`src/rtl/param_fifo_if.sv`:
```
// Producer/consumer bundle for param_fifo: active-low strobes, thresholds and status.
// The FIFO connects through the slave modport; the driving side uses master.
interface param_fifo_if #(
  parameter int WIDTH = 32,
  parameter int DEPTH = 8
);
  localparam int CW = $clog2(DEPTH + 1);

  logic             FClrN;
  logic             FInN;
  logic             FOutN;
  logic [WIDTH-1:0] Data_In;
  logic [CW-1:0]    AF_Thresh;
  logic [CW-1:0]    AE_Thresh;
  logic [WIDTH-1:0] F_Data;
  logic             F_FullN;
  logic             F_EmptyN;
  logic             F_AFullN;
  logic             F_AEmptyN;
  logic [CW-1:0]    F_Count;
  logic             F_OvfN;
  logic             F_UdfN;

  modport master (
    output FClrN, FInN, FOutN, Data_In, AF_Thresh, AE_Thresh,
    input  F_Data, F_FullN, F_EmptyN, F_AFullN, F_AEmptyN, F_Count, F_OvfN, F_UdfN
  );

  modport slave (
    input  FClrN, FInN, FOutN, Data_In, AF_Thresh, AE_Thresh,
    output F_Data, F_FullN, F_EmptyN, F_AFullN, F_AEmptyN, F_Count, F_OvfN, F_UdfN
  );
endinterface

```
`src/rtl/param_fifo.sv`:
```
// Parametrised show-ahead synchronous FIFO with run-time almost-full/empty
// thresholds, exact occupancy and sticky overflow/underflow flags.
module param_fifo #(
  parameter int WIDTH = 32,
  parameter int DEPTH = 8
) (
  input  logic         Clk,
  input  logic         RstN,
  param_fifo_if.slave  bus
);
  localparam int PW = (DEPTH > 1) ? $clog2(DEPTH) : 1;
  localparam int CW = $clog2(DEPTH + 1);

  logic [WIDTH-1:0] r_mem [DEPTH];
  logic [PW-1:0]    r_wr_ptr;
  logic [PW-1:0]    r_rd_ptr;
  logic [CW-1:0]    r_count;
  logic             r_full_n;
  logic             r_empty_n;
  logic             r_afull_n;
  logic             r_aempty_n;
  logic             r_ovf_n;
  logic             r_udf_n;

  logic             w_rd_acc;
  logic             w_wr_acc;
  logic             w_ovf_evt;
  logic             w_udf_evt;
  logic [CW-1:0]    w_count_nxt;
  logic             w_full_n_nxt;
  logic             w_empty_n_nxt;
  logic             w_afull_n_nxt;
  logic             w_aempty_n_nxt;

  // A write into a full FIFO is still taken when a read frees the head slot.
  assign w_rd_acc  = ~bus.FOutN & r_empty_n;
  assign w_wr_acc  = ~bus.FInN & (r_full_n | w_rd_acc);
  assign w_ovf_evt = ~bus.FInN & ~r_full_n & ~w_rd_acc;
  assign w_udf_evt = ~bus.FOutN & ~r_empty_n;

  // Next occupancy and status flags, so flags move on the same edge as the count.
  always_comb begin
    w_count_nxt = r_count;
    case ({w_wr_acc, w_rd_acc})
      2'b10:   w_count_nxt = r_count + CW'(1);
      2'b01:   w_count_nxt = r_count - CW'(1);
      default: w_count_nxt = r_count;
    endcase
    w_full_n_nxt   = (w_count_nxt != CW'(DEPTH));
    w_empty_n_nxt  = (w_count_nxt != CW'(0));
    w_afull_n_nxt  = ~(w_count_nxt >= bus.AF_Thresh);
    w_aempty_n_nxt = ~(w_count_nxt <= bus.AE_Thresh);
  end

  // Pointers, occupancy and registered flags; clear takes priority over strobes.
  always_ff @(posedge Clk or negedge RstN) begin
    if (!RstN) begin
      r_wr_ptr   <= PW'(0);
      r_rd_ptr   <= PW'(0);
      r_count    <= CW'(0);
      r_full_n   <= 1'b1;
      r_empty_n  <= 1'b0;
      r_afull_n  <= 1'b1;
      r_aempty_n <= 1'b0;
      r_ovf_n    <= 1'b1;
      r_udf_n    <= 1'b1;
    end else if (!bus.FClrN) begin
      r_wr_ptr   <= PW'(0);
      r_rd_ptr   <= PW'(0);
      r_count    <= CW'(0);
      r_full_n   <= 1'b1;
      r_empty_n  <= 1'b0;
      r_afull_n  <= 1'b1;
      r_aempty_n <= 1'b0;
      r_ovf_n    <= 1'b1;
      r_udf_n    <= 1'b1;
    end else begin
      if (w_wr_acc) begin
        r_wr_ptr <= (r_wr_ptr == PW'(DEPTH - 1)) ? PW'(0) : r_wr_ptr + PW'(1);
      end
      if (w_rd_acc) begin
        r_rd_ptr <= (r_rd_ptr == PW'(DEPTH - 1)) ? PW'(0) : r_rd_ptr + PW'(1);
      end
      r_count    <= w_count_nxt;
      r_full_n   <= w_full_n_nxt;
      r_empty_n  <= w_empty_n_nxt;
      r_afull_n  <= w_afull_n_nxt;
      r_aempty_n <= w_aempty_n_nxt;
      if (w_ovf_evt) begin
        r_ovf_n <= 1'b0;
      end
      if (w_udf_evt) begin
        r_udf_n <= 1'b0;
      end
    end
  end

  // Storage array; contents are deliberately left unreset.
  always_ff @(posedge Clk) begin
    if (bus.FClrN && w_wr_acc) begin
      r_mem[r_wr_ptr] <= bus.Data_In;
    end
  end

  assign bus.F_Data    = r_mem[r_rd_ptr];
  assign bus.F_FullN   = r_full_n;
  assign bus.F_EmptyN  = r_empty_n;
  assign bus.F_AFullN  = r_afull_n;
  assign bus.F_AEmptyN = r_aempty_n;
  assign bus.F_Count   = r_count;
  assign bus.F_OvfN    = r_ovf_n;
  assign bus.F_UdfN    = r_udf_n;
endmodule
```
`src/flat_wrapper.sv`:
```
// flat-port wrapper written by rule: the top's interface ports become plain ports
module param_fifo_flat 
#(
  parameter int WIDTH = 32,
  parameter int DEPTH = 8
)
  (Clk, RstN, bus_FClrN, bus_FInN, bus_FOutN, bus_Data_In, bus_AF_Thresh, bus_AE_Thresh, bus_F_Data, bus_F_FullN, bus_F_EmptyN, bus_F_AFullN, bus_F_AEmptyN, bus_F_Count, bus_F_OvfN, bus_F_UdfN);
  param_fifo_if #(.WIDTH(WIDTH), .DEPTH(DEPTH)) bus_i ();
  input  logic Clk;
  input  logic RstN;
  input wire logic [$bits(bus_i.FClrN)-1:0] bus_FClrN;
  input wire logic [$bits(bus_i.FInN)-1:0] bus_FInN;
  input wire logic [$bits(bus_i.FOutN)-1:0] bus_FOutN;
  input wire logic [$bits(bus_i.Data_In)-1:0] bus_Data_In;
  input wire logic [$bits(bus_i.AF_Thresh)-1:0] bus_AF_Thresh;
  input wire logic [$bits(bus_i.AE_Thresh)-1:0] bus_AE_Thresh;
  output wire logic [$bits(bus_i.F_Data)-1:0] bus_F_Data;
  output wire logic [$bits(bus_i.F_FullN)-1:0] bus_F_FullN;
  output wire logic [$bits(bus_i.F_EmptyN)-1:0] bus_F_EmptyN;
  output wire logic [$bits(bus_i.F_AFullN)-1:0] bus_F_AFullN;
  output wire logic [$bits(bus_i.F_AEmptyN)-1:0] bus_F_AEmptyN;
  output wire logic [$bits(bus_i.F_Count)-1:0] bus_F_Count;
  output wire logic [$bits(bus_i.F_OvfN)-1:0] bus_F_OvfN;
  output wire logic [$bits(bus_i.F_UdfN)-1:0] bus_F_UdfN;
  assign bus_i.FClrN = bus_FClrN;
  assign bus_i.FInN = bus_FInN;
  assign bus_i.FOutN = bus_FOutN;
  assign bus_i.Data_In = bus_Data_In;
  assign bus_i.AF_Thresh = bus_AF_Thresh;
  assign bus_i.AE_Thresh = bus_AE_Thresh;
  assign bus_F_Data = bus_i.F_Data;
  assign bus_F_FullN = bus_i.F_FullN;
  assign bus_F_EmptyN = bus_i.F_EmptyN;
  assign bus_F_AFullN = bus_i.F_AFullN;
  assign bus_F_AEmptyN = bus_i.F_AEmptyN;
  assign bus_F_Count = bus_i.F_Count;
  assign bus_F_OvfN = bus_i.F_OvfN;
  assign bus_F_UdfN = bus_i.F_UdfN;
  param_fifo #(.WIDTH(WIDTH), .DEPTH(DEPTH)) u_core (.Clk(Clk), .RstN(RstN), .bus(bus_i));
endmodule
```
`config.mk`:
```
export PLATFORM = sky130hd
export DESIGN_NAME = param_fifo_flat
export DESIGN_NICKNAME = d
export VERILOG_FILES = /design/src/rtl/param_fifo_if.sv /design/src/rtl/param_fifo.sv /design/src/flat_wrapper.sv
export SDC_FILE = /design/constraint.sdc
export NUM_CORES = 1
export LEC_CHECK = 0
export ABC_AREA = 1
export ABC_CLOCK_PERIOD_IN_PS = 3000
export CAP_MARGIN = 20
export CORE_ASPECT_RATIO = 1.2
export CORE_UTILIZATION = 50
export DETAILED_ROUTE_END_ITERATION = 8
export GPL_ROUTABILITY_DRIVEN = 1
export PLACE_DENSITY = 0.73
export SLEW_MARGIN = 20
export SYNTH_ARGS = -nofsm -noshare
export SYNTH_HDL_FRONTEND = slang
export SYNTH_SLANG_ARGS = --single-unit
```
`constraint.sdc`:
```
create_clock -name Clk -period 3 [get_ports Clk]
set_clock_uncertainty 0.15 [all_clocks]
set_input_delay 0.45 -clock Clk [delete_from_list [all_inputs] [get_ports Clk]]
set_output_delay 0.45 -clock Clk [all_outputs]
set_load 0.03 [all_outputs]
```
==> results of run 1 <==
## repair_timing
action | CTS | global route
pin swaps | 0 | 0
resized for setup | 67 | 23
hold buffers | 0 | 0
setup endpoints to repair | 31 | 14
## cell usage after synthesis, drive strengths merged
master,n,area (um2)
a21oi,3,15.01
a31oi,32,200.2
buf,32,183.9
clkbuf,19,72.56
dfrtp,12,300.3
dfstp,4,105.1
edfxtp,256,7687
ha,12,150.1
inv,31,116.4
nand2,40,175.2
nand3,12,107.6
nand3b,1,7.510
nand4,3,18.77
nor2,241,917.1
o21ai,141,716.9
o21bai,1,7.510
o22ai,33,206.5
or2,1,6.260
xnor2,1,8.760
xor2,1,8.760
## final cells by class
type                    instances  area, um2
diodes                          2      5.005
clock buffers                  32      673.1
clock inverters                16      137.6
fillers                      1644       8199
inverters                      31      121.4
multi-input cells             522       2613
flip-flops and latches        272       8098
well taps                     274      342.8
repair buffers                135       1440
## flip-flops by register name, indices dropped and copies added (netlist names)
name                  flops
u_core.bus.F_AEmptyN      1
u_core.bus.F_EmptyN       1
u_core.bus.F_Count        4
u_core.bus.F_OvfN         1
u_core.bus.F_UdfN         1
u_core.r_mem            256
u_core.r_wr_ptr           3
u_core.bus.F_AFullN       1
u_core.bus.F_FullN        1
u_core.r_rd_ptr           3
## cell usage in the layout (no fill, tap or decap), types with 12 or more instances in the layout
cell and count:
a31oi_1 31, buf_12 17, buf_4 32, clkbuf_16 26
clkdlybuf4s50_1 54, edfxtp_1 256, ha_1 12, inv_1 25
nand2_1 34, nor2_1 230, o21ai_0 106, o21ai_1 34
o22ai_1 33
## critical path, cell delays in order, from the launching register on
cell and delay [ns]:
dfrtp_4 0.48, buf_16 0.27, o21ai_0 0.13, o22ai_1 0.16, nor2_1 0.06, a31oi_1 0.33, clkdlybuf4s15_2 0.36
## per-stage QoR
stage	cell area (um2)	util	hold slack (ns)
3_3_place_gp	12610	0.5828	0.3152
3_5_place_dp	12610	0.5828	0.3369
5_1_grt	13430	0.6207	0.2681
4_1_cts	13440	0.6212	0.2387
2_1_floorplan	11010	-	0.004409
6_report	13430	0.6209	0.2238
## power breakdown
group | internal [W] | switching, W | leakage [nW]
Sequential | 0.00427 | 0.0000653 | 2.51
Clock | 0.00177 | 0.00133 | 0.390
Combinational | 0.000844 | 0.00139 | 1.81
## layer usage
layer / vias to the layer above / wire length (um) / GRT usage
li1: 3378 / - / -
met1: 3470 / 9303 / 0.2581
met2: 190 / 12060 / 0.3700
met3: 40 / 1140 / 0.02885
met4: 0 / 528 / 0.06893
met5: - / 0 / 0
## cell families (layout without fill, tap and decap cells)
family | count (synthesis) | after routing | synth area share
AND/OR/NAND/NOR | 298 | 298 | 0.1119
AO/OA/AOI/OAI | 210 | 210 | 0.1041
other | 0 | 2 | 0
adder cells (fa/ha/maj) | 12 | 12 | 0.01363
XOR/XNOR | 2 | 2 | 0.001591
buffers and inverters | 82 | 214 | 0.03386
flip-flops | 272 | 272 | 0.7349
## final timing paths
kind	start	end	slack, ns	cells past startpoint
setup / recovery	u_core.r_rd_ptr[0]	bus_F_Data[14]	0.09	6
hold / removal	RstN	u_core.r_wr_ptr[0]	0.22	1
setup reg to reg	u_core.bus.F_EmptyN	u_core.bus.F_AFullN	0.31	19
hold reg to reg	u_core.bus.F_OvfN	u_core.bus.F_OvfN	0.34	2
max in group asynchronous	RstN	u_core.r_rd_ptr[0]	1.91	1
min in group Clk	u_core.bus.F_OvfN	u_core.bus.F_OvfN	0.34	2
==> results.yml, run 1 <==
synthesis:
  syn_inst: 876
  synthDistinctLibCells: 33
  seq_area_frac_synth: 0.7349
  avgSynthCellArea_um2: 12.57
  syn-cell-area_mm2: 0.01101
  syn-num-nets: 933
  synth-seq-cells: 272
  yosys_warnings: 0
place:
  portBuffers: 86
  dp.cells: 1234
  dp.final_hpwl_um: 13910
  post-place-ws_ns: -0.2216
  gp_congestion: 0.7785
grt:
  antenna_found_initial: 1
  grt_use_total: 0.2077
  grt_pass1_vias: 7077
  overflow: 0
  grt_max_degree: 62
  grt_pass1_wl_um: 35810
detailed_routing:
  postRouteAntennaNets: 0
  drc_errors: 0
  detailedRoute.firstPassIterationCount: 5
  via_per_inst: 5.512
  via_count: 7078
  drt_iter0_markers: 465
  wirelength_um: 23030
  drt-wirelength-per-cell_um: 17.94
layout:
  nets: 1045
  final_cells: 1284
  areaGrowthSynthToFinish_pct: 21.96
  drive_gt1_frac: 0.1429
clock_tree:
  numCtsBuffers: 26
  insertion_delay_ns: 0.53
  h-tree-depth: 1
  clk_pin_slew_ns: 0.06
  post_cts_buffers: 0
  cts-root-buf: "clkbuf_16"
  clock_path_buffers: 3
  cts.sinks: 272
  cts_tree: "built"
floorplanning:
  die_area_mm2: 0.02262
  fp-row-count: 59
  io_pins: 87
  die_w_um: 137.5
  fp.coreArea_mm2: 0.02163
  initial_utilization: 0.5091
  die_h_um: 164.6
sta:
  setup_viol: 0
  worst_slew_pin_slew_ns: 0.7636
  hold_viol_final: 0
  min_period_ns: 2.913
  fin_crit_sh: 0.9711
  tns_ns: 0
  finalMaxSlewViolations: 0
  slew-limit-headroom: 0.4894
  fmax_mhz: 343.2
  rsz0062_at_grt: "yes"
  worst_slack_ns: 0.08665
pwr:
  power_w: 0.009662
  p_per_area_mw_per_mm2: 719.4
  vdd_drop_max_uv: 479.5
  power_leakage_nw: 4.714
worst_setup_path:
  cp_max_fo: 61
  crit_type: "reg -> out"
  required_ns: 2.40
  arrival_ns: 2.31
  startpoint_type: "flop"
  endpoint_kind: "primary output"
worst_hold_path:
  hp-class: "in -> async"
outcome:
  status: "finished clean"
flow_run:
  maxCapViolCount: 0
Note: power is estimated with default switching activity, not from simulation.
==> run 2, diff against run 1 <==
--- a/config.mk
+++ b/config.mk
@@ -9,6 +9,7 @@
 export ABC_CLOCK_PERIOD_IN_PS = 3000
 export CAP_MARGIN = 20
 export CORE_ASPECT_RATIO = 1.2
+export CORE_MARGIN = 1
 export CORE_UTILIZATION = 50
 export DETAILED_ROUTE_END_ITERATION = 8
 export GPL_ROUTABILITY_DRIVEN = 1
==> results of run 2 <==
Final layout, timing and power as in run 1 (identical DEF).
